### config.mk
export PLATFORM = sky130hd
export DESIGN_NAME = bouncebox_src
export DESIGN_NICKNAME = d
export VERILOG_FILES = /design/src/rtl/bouncebox_pkg.sv /design/src/rtl/bouncebox_axis.sv /design/src/rtl/bouncebox_src.sv
export SDC_FILE = /design/constraint.sdc
export NUM_CORES = 1
export LEC_CHECK = 0
export ABC_AREA = 0
export BUFFER_PORTS_ARGS = -buffer_cell sky130_fd_sc_hd__buf_2
export CORE_AREA = 2 2 129 131
export DETAILED_ROUTE_END_ITERATION = 10
export DIE_AREA = 0 0 131 133
export GPL_ROUTABILITY_DRIVEN = 0
export PLACE_DENSITY_LB_ADDON = 0.08
export SYNTH_ARGS = -nofsm -noshare
export SYNTH_HDL_FRONTEND = slang
export SYNTH_SLANG_ARGS = --single-unit
### constraint.sdc
create_clock -name i_pixclk -period 5 [get_ports i_pixclk]
set_input_delay 0.25 -clock i_pixclk [delete_from_list [all_inputs] [get_ports i_pixclk]]
set_output_delay 0.25 -clock i_pixclk [all_outputs]
set_load 0.1 [all_outputs]
### src/rtl/bouncebox_pkg.sv
// bouncebox_pkg: shared coordinate width, pixel type and fixed colours for
// the bouncing-box pixel source.
package bouncebox_pkg;

    localparam int COORD_W = 10;

    typedef logic [23:0] rgb_t;

    localparam rgb_t WHITE_RGB = 24'hFFFFFF;

    // True when coordinate c lies in the half-open span [base, base+size).
    function automatic logic in_span(input logic [COORD_W-1:0] c,
                                     input logic [COORD_W-1:0] base,
                                     input int unsigned        size);
        logic [COORD_W:0] c_w;
        logic [COORD_W:0] lo_w;
        logic [COORD_W:0] hi_w;
        c_w  = {1'b0, c};
        lo_w = {1'b0, base};
        hi_w = lo_w + (COORD_W + 1)'(size);
        return (c_w >= lo_w) && (c_w < hi_w);
    endfunction

endpackage

### src/rtl/bouncebox_axis.sv
// bouncebox_axis: position and direction of the box along one screen axis.
// Steps once per frame strobe, reflecting off 0 and LIMIT without wrapping.
// o_pos_next is the position that will be held after this edge, so the top
// level can colour the next pixel without an extra cycle of latency.
module bouncebox_axis
    import bouncebox_pkg::*;
#(
    parameter int LIMIT    = 640,
    parameter int BOX_SIZE = 32,
    parameter int SPEED    = 2
) (
    input  logic               i_clk,
    input  logic               i_reset,
    input  logic               i_step,
    output logic [COORD_W-1:0] o_pos_next
);

    localparam logic [COORD_W+1:0] REACH = (COORD_W + 2)'(BOX_SIZE + SPEED);
    localparam logic [COORD_W+1:0] LIM_W = (COORD_W + 2)'(LIMIT);
    localparam logic [COORD_W-1:0] HOME  = COORD_W'(LIMIT - BOX_SIZE);
    localparam logic [COORD_W-1:0] STEP  = COORD_W'(SPEED);

    logic [COORD_W-1:0] pos_q, pos_d;
    logic               dir_q, dir_d;

    // Next position/direction: clamp to the far edge or to zero on a bounce.
    always_comb begin
        pos_d = pos_q;
        dir_d = dir_q;
        if (i_step) begin
            if (!dir_q && (({2'b00, pos_q} + REACH) > LIM_W)) begin
                dir_d = 1'b1;
                pos_d = HOME;
            end else if (dir_q && (pos_q < STEP)) begin
                dir_d = 1'b0;
                pos_d = '0;
            end else if (dir_q) begin
                pos_d = pos_q - STEP;
            end else begin
                pos_d = pos_q + STEP;
            end
        end
    end

    // Position/direction registers with synchronous reset to the origin.
    always_ff @(posedge i_clk) begin
        if (i_reset) begin
            pos_q <= '0;
            dir_q <= 1'b0;
        end else begin
            pos_q <= pos_d;
            dir_q <= dir_d;
        end
    end

    assign o_pos_next = pos_d;

endmodule

### src/rtl/bouncebox_src.sv
// bouncebox_src: pixel source drawing a solid box bouncing on a flat
// background, paced by the encoder's read/new-line/new-frame strobes.
// Optional build macro: BOUNCEBOX_BORDER_EN draws a one-pixel white frame
// around the visible area (border wins over the box).
module bouncebox_src
    import bouncebox_pkg::*;
#(
    parameter int          H_ACTIVE = 640,
    parameter int          V_ACTIVE = 480,
    parameter int          BOX_SIZE = 32,
    parameter int          SPEED    = 2,
    parameter logic [23:0] BG_RGB   = 24'h000040,
    parameter logic [23:0] BOX_RGB  = 24'hFFC000
) (
    input  logic        i_pixclk,
    input  logic        i_reset,
    input  logic        i_rd,
    input  logic        i_newline,
    input  logic        i_newframe,
    output logic [23:0] o_pixel
);

    localparam logic [COORD_W-1:0] X_MAX = COORD_W'(H_ACTIVE - 1);
    localparam logic [COORD_W-1:0] Y_MAX = COORD_W'(V_ACTIVE - 1);

`ifdef BOUNCEBOX_BORDER_EN
    localparam rgb_t RESET_RGB = WHITE_RGB;
`else
    localparam rgb_t RESET_RGB = BOX_RGB;
`endif

    logic [COORD_W-1:0] x_q, x_d;
    logic [COORD_W-1:0] y_q, y_d;
    logic [COORD_W-1:0] bx_next, by_next;
    rgb_t               pixel_q, pixel_d;

    bouncebox_axis #(
        .LIMIT    (H_ACTIVE),
        .BOX_SIZE (BOX_SIZE),
        .SPEED    (SPEED)
    ) u_axis_x (
        .i_clk      (i_pixclk),
        .i_reset    (i_reset),
        .i_step     (i_newframe),
        .o_pos_next (bx_next)
    );

    bouncebox_axis #(
        .LIMIT    (V_ACTIVE),
        .BOX_SIZE (BOX_SIZE),
        .SPEED    (SPEED)
    ) u_axis_y (
        .i_clk      (i_pixclk),
        .i_reset    (i_reset),
        .i_step     (i_newframe),
        .o_pos_next (by_next)
    );

    // Raster advance by strobe priority, then colour of the next raster pixel.
    always_comb begin
        x_d = x_q;
        y_d = y_q;
        if (i_newframe) begin
            x_d = '0;
            y_d = '0;
        end else if (i_newline) begin
            x_d = '0;
            if (y_q != Y_MAX) y_d = y_q + COORD_W'(1);
        end else if (i_rd) begin
            if (x_q != X_MAX) x_d = x_q + COORD_W'(1);
        end

        if (in_span(x_d, bx_next, BOX_SIZE) && in_span(y_d, by_next, BOX_SIZE))
            pixel_d = BOX_RGB;
        else
            pixel_d = BG_RGB;
`ifdef BOUNCEBOX_BORDER_EN
        if ((x_d == '0) || (x_d == X_MAX) || (y_d == '0) || (y_d == Y_MAX))
            pixel_d = WHITE_RGB;
`endif
    end

    // Raster counters and output pixel register; reset overrides all strobes.
    always_ff @(posedge i_pixclk) begin
        if (i_reset) begin
            x_q     <= '0;
            y_q     <= '0;
            pixel_q <= RESET_RGB;
        end else begin
            x_q     <= x_d;
            y_q     <= y_d;
            pixel_q <= pixel_d;
        end
    end

    assign o_pixel = pixel_q;

endmodule

==> After elaboration in Yosys (flattened, before gate mapping) <==
Cells that the tools add are included.
{ "op_classes": {"add_sub_neg": 10, "n_lt_le_gt_ge": 8, "n_eq_ne": 2, "mux": 20, "n_reduce_logical": 13} }
{ "ops": {"columns": ["cell", "n"], "rows": [
  ["2-to-1 mux 10 bit", 15],
  ["adder 10 x 6 -> 11 bit, second input constant", 4],
  ["2-to-1 mux 24 bit", 1],
  ["less-than comparator 10 x 11 -> 1 bit", 2],
  ["adder 10 x 1 -> 10 bit, second input constant", 2],
  ["adder 10 x 2 -> 10 bit, second input constant", 2],
  [">= comparator 10 bit", 2],
  ["less-than comparator 10 x 2 -> 1 bit, second input constant", 2],
  ["subtractor 10 x 2 -> 10 bit, second input constant", 2],
  ["> comparator 12 x 10 -> 1 bit, second input constant", 1],
  ["> comparator 12 x 9 -> 1 bit, second input constant", 1],
  ["!= test 10 bit, second input constant", 1],
  ["!= test 10 x 9 -> 1 bit, second input constant", 1],
  ["logical AND 1 bit", 7],
  ["2-to-1 mux 1 bit", 4],
  ["AND reduction 2 bit", 2],
  ["nonzero test 2 bit", 2],
  ["zero test 1 bit", 2]
]} }
{ "totals": {"register_bits": 66, "in_bits": 5, "elab_cells": 60} }

==> Logic depth before layout (Yosys ltp) <==
Gate-level depths: netlist of the first run.
{ "logic_depth": {"word_depth": 10, "ltp_mapped": 18, "depth_no_buf": 17} }

==> By module <==
Synthesis of the first run repeated with hierarchy kept, for this count alone.
{ "hier_totals": {"cells_unflattened": 518, "area_unflattened_um2": 4045.1} }
{ "by_module_without_submodules": {"columns": ["mod", "instances", "cells_per_inst", "area_each_um2", "seq_area_each_um2"], "rows": [
  ["bouncebox_src", 1, 271, 2133.3, 440.4],
  ["bouncebox_axis at u_axis_y", 1, 122, 973.4, 220.2],
  ["bouncebox_axis at u_axis_x", 1, 125, 938.4, 220.2]
]} }

==> Least setup slack after synthesis of the first run <==
Ideal clock, no wire load.
{ "synth_timing": {"path_kind": "register to register", "startpoint": "register u_axis_x.pos_q[1]", "endpoint": "register pixel_q[22] (netlist: o_pixel[22])", "arrival_time_ns": 4.054, "slack_ns": 0.815, "path_stages_with_launch": 18, "path_buffers": 0, "path_cell_list": "dfxtp_1 -> inv_2 -> ha_1 -> or4b_1 -> a311oi_1 -> o211a_1 -> o21bai_1 -> or2_2 -> mux2_2 -> ha_1 -> nor2b_1 -> o21a_1 -> o211ai_1 -> a31oi_1 -> or3b_2 -> a311o_1 -> o31ai_1 -> a211oi_1"} }
{ "synth_via": {"elab_chain_len": 10, "word_cells_on_any_way": 17} }
{ "synth_rtl": {"columns": ["element", "line_no", "text"], "rows": [
  ["start: declaration", "bouncebox_axis.sv:23", "logic [COORD_W-1:0] pos_q, pos_d;"],
  ["start signal: assignment", "bouncebox_axis.sv:51", "pos_q <= pos_d;"],
  ["adder 10 x 6 -> 11 bit, or another cell as far along", "bouncebox_axis.sv:31", "if (!dir_q && (({2'b00, pos_q} + REACH) > LIM_W)) begin"],
  ["> comparator 12 x 10 -> 1 bit, or another cell as far along", "bouncebox_axis.sv:31", null],
  ["logical AND 1 bit / 2-to-1 mux 10 bit (equally long branches)", "bouncebox_axis.sv:31, bouncebox_axis.sv:34", null],
  ["2-to-1 mux 10 bit", "bouncebox_axis.sv:31", null],
  ["2-to-1 mux 10 bit (*)", "bouncebox_axis.sv:30", "if (i_step) begin"],
  ["adder 10 x 6 -> 11 bit", "bouncebox_pkg.sv:20", "hi_w = lo_w + (COORD_W + 1)'(size);"],
  ["less-than comparator 10 x 11 -> 1 bit", "bouncebox_pkg.sv:21", "return (c_w >= lo_w) && (c_w < hi_w);"],
  ["logical AND 1 bit (*)", "bouncebox_pkg.sv:21", null],
  ["logical AND 1 bit (*)", "bouncebox_src.sv:73", "if (in_span(x_d, bx_next, BOX_SIZE) && in_span(y_d, by_next, BOX_SIZE))"],
  ["2-to-1 mux 24 bit (*)", "bouncebox_src.sv:73", null],
  ["end signal: assignment", "bouncebox_src.sv:92", "pixel_q <= pixel_d;"],
  ["end: declaration", "bouncebox_src.sv:35", "rgb_t pixel_q, pixel_d;"]
]} }
Mark *: on every way between the ends. The rest lies on a longest branch, timed or not.
A chain may end at the register's enable or synchronous reset.

==> Worst setup path after layout of the first run <==
Same ends and word-level chain as after synthesis.

==> results of run 1 <==
[final timing paths]
kind | to | slack [ns]
setup / recovery | o_pixel[22] | 0.39
hold / removal | y_q[5] | 0.43
setup reg to reg | o_pixel[22] | 0.39
hold reg to reg | x_q[9] | 0.59
[layout make-up]
cell class | instances | area [sq um] | area share (%)
tap | 220 | 275.3 | 6.538
multi-input combinational | 402 | 2703 | 64.19
inverter | 24 | 90.09 | 2.140
clock buffer | 6 | 138.9 | 3.299
sequential | 44 | 880.8 | 20.92
clock inverter | 2 | 10.01 | 0.2377
timing repair buffer | 20 | 112.6 | 2.675
[sequential cells by signal, indices dropped and copies added, names as in the netlist]
signal,flops
x_q,10
u_axis_y.dir_q,1
y_q,10
u_axis_x.pos_q,10
u_axis_x.dir_q,1
o_pixel,2
u_axis_y.pos_q,10
[metal layers]
layer	wire (um)	part of all wire [%]
met1	5218	51
met2	4610	45
met3	336	3.3
met4	154	1.5
met5	0	0
[critical path, cell delays in order (launching register included)]
cell and delay (ns):
dfxtp_1 0.45, inv_2 0.08, ha_1 0.32, or4b_1 0.52
a311oi_1 0.30, o211a_1 0.23, o21bai_1 0.14, or2_2 0.34
mux2_2 0.30, ha_1 0.29, nor2b_1 0.14, o21a_1 0.17
o211ai_1 0.16, a31oi_1 0.09, or3b_2 0.44, a311o_1 0.34
o31ai_1 0.10, a211oi_1 0.08
[power groups by stage]
stage | Clock, mW | Sequential (mW) | Combinational [mW]
3_5_place_dp | 0 | 0.378 | 0.284
2_1_floorplan | 0 | 0.400 | 0.250
5_1_grt | 0.368 | 0.371 | 0.297
6_report | 0.338 | 0.369 | 0.283
3_3_place_gp | 0 | 0.377 | 0.286
4_1_cts | 0.355 | 0.369 | 0.285
[stage by stage]
stage	setup WS, ns	instances	util (%)	hold WS (ns)
3_5_place_dp	0.3981	710	25.11	0.5732
3_3_place_gp	0.5517	710	25.11	0.5800
6_report	0.3853	718	26.03	0.4257
4_1_cts	0.3973	718	26.03	0.4257
5_1_grt	0.1951	718	26.03	0.4555
2_1_floorplan	0.8151	517	-	0.4456
[cell usage in the layout, fill, tap and decap left out, types with 5 or more instances in the layout]
master	count
nand3_1	19
nand4_1	9
a21oi_1	17
xor2_1	12
dfxtp_1	44
buf_4	5
and4_1	5
conb_1	13
nor4_1	6
nor2_1	60
buf_2	15
and3_1	7
inv_1	22
nor2b_1	16
clkbuf_16	5
xnor2_1	13
a31oi_1	8
nor3_1	22
nand2_1	31
ha_1	38
o21ai_0	23
nand2b_1	8
[logic make-up after synthesis]
family	after synthesis	share of synthesized area, %
other	1	0.09597
adders and majority gates	38	12.17
buffers and inverters	71	9.446
and+or+nand+nor	215	28.82
DFF	44	22.54
xor gates and xnor gates	25	5.604
muxes	8	2.177
AOI/OAI and AO/OA	103	19.15
==> parameters.txt, run 1 <==
Parameter                              Value

Setup path
  Worst R2R Start    u_axis_x.pos_q[1]
  Start point of the critical path    u_axis_x.pos_q[1]
  Arrival time of the worst setup path    4.78 ns
  CP Data Required Time    5.16 ns
  CP Capture Type    flop
  Number of cells on the worst reg-to-reg path    17
  Top fanout value on the critical path    7
  Kind of start point of the critical path    flop
  Path type of the worst setup path    flop to flop

Logic synthesis
  Post-synthesis sequential area ratio    22.54%
  Top cells by area, synth    dfxtp_1, ha_1, nor2_1
  Count of yosys warnings during synthesis    0
  Share of the synthesized area in the top cell type    22.54%
  Unique cell type count in the Yosys netlist    78
  Mean instance size in the synthesized netlist    7.738 sq um
  Register bit total from synthesis    44
  Area of the mapped netlist    0.003907 sq mm
  Synthesized instance count    505
  Post-synth EDFFs    0
  Most used flip-flop cell after synthesis    dfxtp_1
  Synth top cells by count    nor2_1, dfxtp_1, ha_1, nand2_1, buf_4
  Most repeated cell in the gate-level netlist after synthesis    nor2_1
  Async S/R FF share, synth    0%
  Dominant cell type by area after synthesis    dfxtp_1

Worst hold path
  Depth of the worst hold-timing path    3
  Hold_sp    i_newline
  Path type of the worst min-delay path    input pin to flop

Die
  Cell Rows    47
  Die width    131 um
  Die Area    0.01742 sq mm
  Area of the core    0.01617 sq mm
  Die Height    133 um
  Effective utilization at floorplan    24.16%
  # IOs    29

Routing
  Residual antenna-violating net count after detailed routing    0
  Number of vias after detailed routing    3435
  DRC violations left    0
  Wire per inst    14.37 um
  Drt first-iter violations    241
  Number of optimization iterations in the first detailed-route pass    4
  Total length of routed wires    10320 um
  Routed vias/inst    4.784

Global route
  Total grt overflow    0
  Vias in the first global route    3212
  Gr busiest metal    met2
  Maximum number of pins on one net before global-route repair    47
  Global routing usage on met2    18.74%
  Overall routing resource usage    12.09%
  Global-route track usage on met1    17.13%
  Met3 track utilization from global routing    2.022%
  Initial antenna violation count    0
  Global-route wire length before repair    16660 um

CTS
  H-tree level count    2
  Buffer count from post-CTS setup fixing    0
  Clock root cell    clkbuf_16
  CTS-repair resized insts    0
  Sinks on Clock Net    44
  Clock tree from TritonCTS    yes
  Post-CTS Hold Fix Bufs    0
  Clock Path Buffers    2
  Clock latency at the later pin of the worst-skew pair    0.29 ns
  Inserted Clock Buffers    5
  CTS clock-pin slew for the worst setup and hold paths    0.06 ns

Pwr
  Leakage power total    1.589 nW
  Register share of total power    37.3%
  Part of the power in combinational logic    28.6%
  Worst IR drop on VDD    155.4 uV
  Switching power    391.8 uW
  Portion of total power attributed to the clock network    34.2%
  Power density relative to cell area    235.1 mW/mm^2
  Overall power of the completed layout    989.7 uW
  Switch share    39.59%
  Internal power contribution    597.9 uW

Cells and area
  Area of all placed cells without fillers    0.004210 sq mm
  Number of nets in the finished design    540
  Layout Area Growth over Synthesis    7.749%
  Share of post-route cells with drive strength above 1    10.64%
  Filler cell count    1780
  Antenna diode instance count    0

Placed design
  DPL Wire Length    7848 um
  Post-placement cell area    0.004061 sq mm
  Port bufs    15

Timing
  Count of endpoints failing setup in the final report    0
  Achievable clock frequency    216.7 MHz
  Final Hold Vio Count    0
  Max-slew headroom    58.61%
  Unrepaired setup endpoints after global routing    false
  Setup TNS Final    0 ns
  Tightest Pin Transition    0.6161 ns
  Post-layout min period    4.615 ns
  Clock skew    0.002742 ns
  Max-slew violation count    0
  Share of the cycle needed by the critical path after routing    92.29%

Outcome
  Result of the run    completed

Job
  Maximum Capacitance Violations    0
Power figures use the tool's default switching activity.
==> inputs of run 2 (changes only) <==
- CELL_PAD_IN_SITES_DETAIL_PLACEMENT: not set -> 1
- CELL_PAD_IN_SITES_GLOBAL_PLACEMENT: not set -> 1
==> parameters.txt, run 2 (synthesis results as in run 1) <==
Parameter                              Value

Outcome
  Result of the run    completed

Worst hold path
  Path type of the worst min-delay path    input pin to flop
  Depth of the worst hold-timing path    3
  Hold_sp    i_newline

Global route
  Total grt overflow    0
  Global routing usage on met2    20.64%
  Gr busiest metal    met2
  Global-route wire length before repair    18670 um
  Maximum number of pins on one net before global-route repair    47
  Global-route track usage on met1    19.72%
  Vias in the first global route    3511
  Overall routing resource usage    13.49%
  Met3 track utilization from global routing    1.981%
  Initial antenna violation count    0

Die
  Die Height    133 um
  # IOs    29
  Die width    131 um
  Effective utilization at floorplan    24.16%
  Die Area    0.01742 sq mm
  Cell Rows    47
  Area of the core    0.01617 sq mm

Cells and area
  Most frequent standard cell in the layout excluding fill and tap cells    nor2_1
  Storage cell area    880.8 sq um
  Number of nets in the finished design    542
  Multi-input combinational cell area    0.002703 sq mm
  Layout Area Growth over Synthesis    8.133%
  Commonest cells after routing, fill and taps aside    nor2_1, dfxtp_1, ha_1, nand2_1, o21ai_0
  Filler cell count    1956
  Utilization of the core after routing    26.13%
  Antenna diode instance count    0
  Share of post-route cells with drive strength above 1    11.00%

Setup path
  Number of cells on the worst reg-to-reg path    17
  Cell-by-cell listing of the critical path    inv_2 -> ha_1 -> or4b_1 -> a311oi_1 -> o211a_1 -> o21bai_1 -> or2_2 -> mux2_2 -> ha_1 -> nor2b_1 -> o21a_1 -> o211ai_1 -> a31oi_1 -> or3b_2 -> a311o_1 -> o31ai_1 -> a211o_1
  Slowest library cell on the worst path    or4b_1
  Start point of the critical path    u_axis_x.pos_q[1]
  Arrival time of the worst setup path    4.84 ns
  Kind of start point of the critical path    flop
  Most frequent cell on the critical path    ha_1
  Delay of the slowest cell on the worst path    0.54 ns
  Path type of the worst setup path    flop to flop
  Worst-case register-to-register setup slack    0.39 ns
  CP Data Required Time    5.23 ns
  CP Capture Type    flop
  Top fanout value on the critical path    7
  Worst R2R Start    u_axis_x.pos_q[1]

Timing
  Setup TNS Final    0 ns
  Max-slew violation count    0
  Final Hold Vio Count    0
  Tightest Pin Transition    0.6797 ns
  Post-layout min period    4.609 ns
  Count of endpoints failing setup in the final report    0
  Achievable clock frequency    217.0 MHz
  Max-slew headroom    54.05%
  Unrepaired setup endpoints after global routing    false
  Clock skew    0.004837 ns
  Share of the cycle needed by the critical path after routing    92.18%

Routing
  Drt first-iter violations    135
  Wire per inst    15.59 um
  DRC violations left    0
  Number of optimization iterations in the first detailed-route pass    4
  Total length of routed wires    11220 um
  Residual antenna-violating net count after detailed routing    0
  Routed vias/inst    4.876
  Number of vias after detailed routing    3511

CTS
  Buffer count from post-CTS setup fixing    0
  Sinks on Clock Net    44
  Clock root cell    clkbuf_16
  CTS-repair resized insts    0
  H-tree level count    2
  CTS clock-pin slew for the worst setup and hold paths    0.06 ns
  Post-CTS Hold Fix Bufs    0
  Inserted Clock Buffers    5
  Clock latency at the later pin of the worst-skew pair    0.29 ns
  Clock tree from TritonCTS    yes
  Clock Path Buffers    2

Job
  Maximum Capacitance Violations    0

Pwr
  Part of the power in combinational logic    28.7%
  Worst IR drop on VDD    142.7 uV
  Portion of total power attributed to the clock network    34.2%
  Leakage power total    1.599 nW
  Internal power contribution    598.7 uW
  Overall power of the completed layout    996.7 uW
  Register share of total power    37.1%
  Power density relative to cell area    235.9 mW/mm^2
  Switching power    398.0 uW
  Switch share    39.94%

Placed design
  DPL Wire Length    8709 um
  Port bufs    15
run 2: cell types whose count changed in the layout (fill, tap and decap cells not counted):
cell	change
buf_4	+2
run 2: power groups by stage:
stage,logic [mW],clock network (mW),registers [mW]
detailed placement,0.287,0,0.378
CTS,0.288,0.360,0.370
global route,0.300,0.370,0.372
floorplan,0.250,0,0.400
finish,0.286,0.341,0.369
global placement,0.288,0,0.377
run 2: worst paths after layout:
kind / endpoint
worst max-delay path: o_pixel[6]
worst min-delay path: y_q[5]
worst max register to register: o_pixel[6]
worst min register to register: x_q[9]
run 2: critical path, delay by kind of cell (launching register included):
family	cells	cell delay, ns
buffers and inverters	1	0.08
DFF	1	0.45
muxes	1	0.30
adders and majority gates	2	0.61
and+or+nand+nor	4	1.46
AOI/OAI and AO/OA	9	1.69
run 2: area by class of cell:
type | instances | share of cell area (%)
clock inverters | 2 | 0.2369
flip-flops and latches | 44 | 20.85
multi-input cells | 402 | 63.96
repair buffers | 22 | 3.020
clock buffers | 6 | 3.287
well taps | 220 | 6.515
inverters | 24 | 2.132
run 2: per-layer routing:
metal / routed length (um) / part of all wire (%) / up-vias
li1: - / - / 1784
met1: 5770 / 51 / 1665
met2: 5006 / 45 / 50
met3: 281 / 2.5 / 12
met4: 165 / 1.5 / 0
met5: 0 / 0 / -
run 2: metrics by stage:
stage / std cells / hold WS [ns] / area (sq um) / worst slack, ns
after floorplan: 517 / 0.4456 / 3953 / 0.8151
after global placement: 712 / 0.5743 / 4076 / 0.5277
after detailed placement: 712 / 0.5752 / 4076 / 0.3929
after CTS: 720 / 0.4121 / 4225 / 0.3718
after global routing: 720 / 0.4725 / 4225 / 0.1450
final: 720 / 0.4113 / 4225 / 0.3909
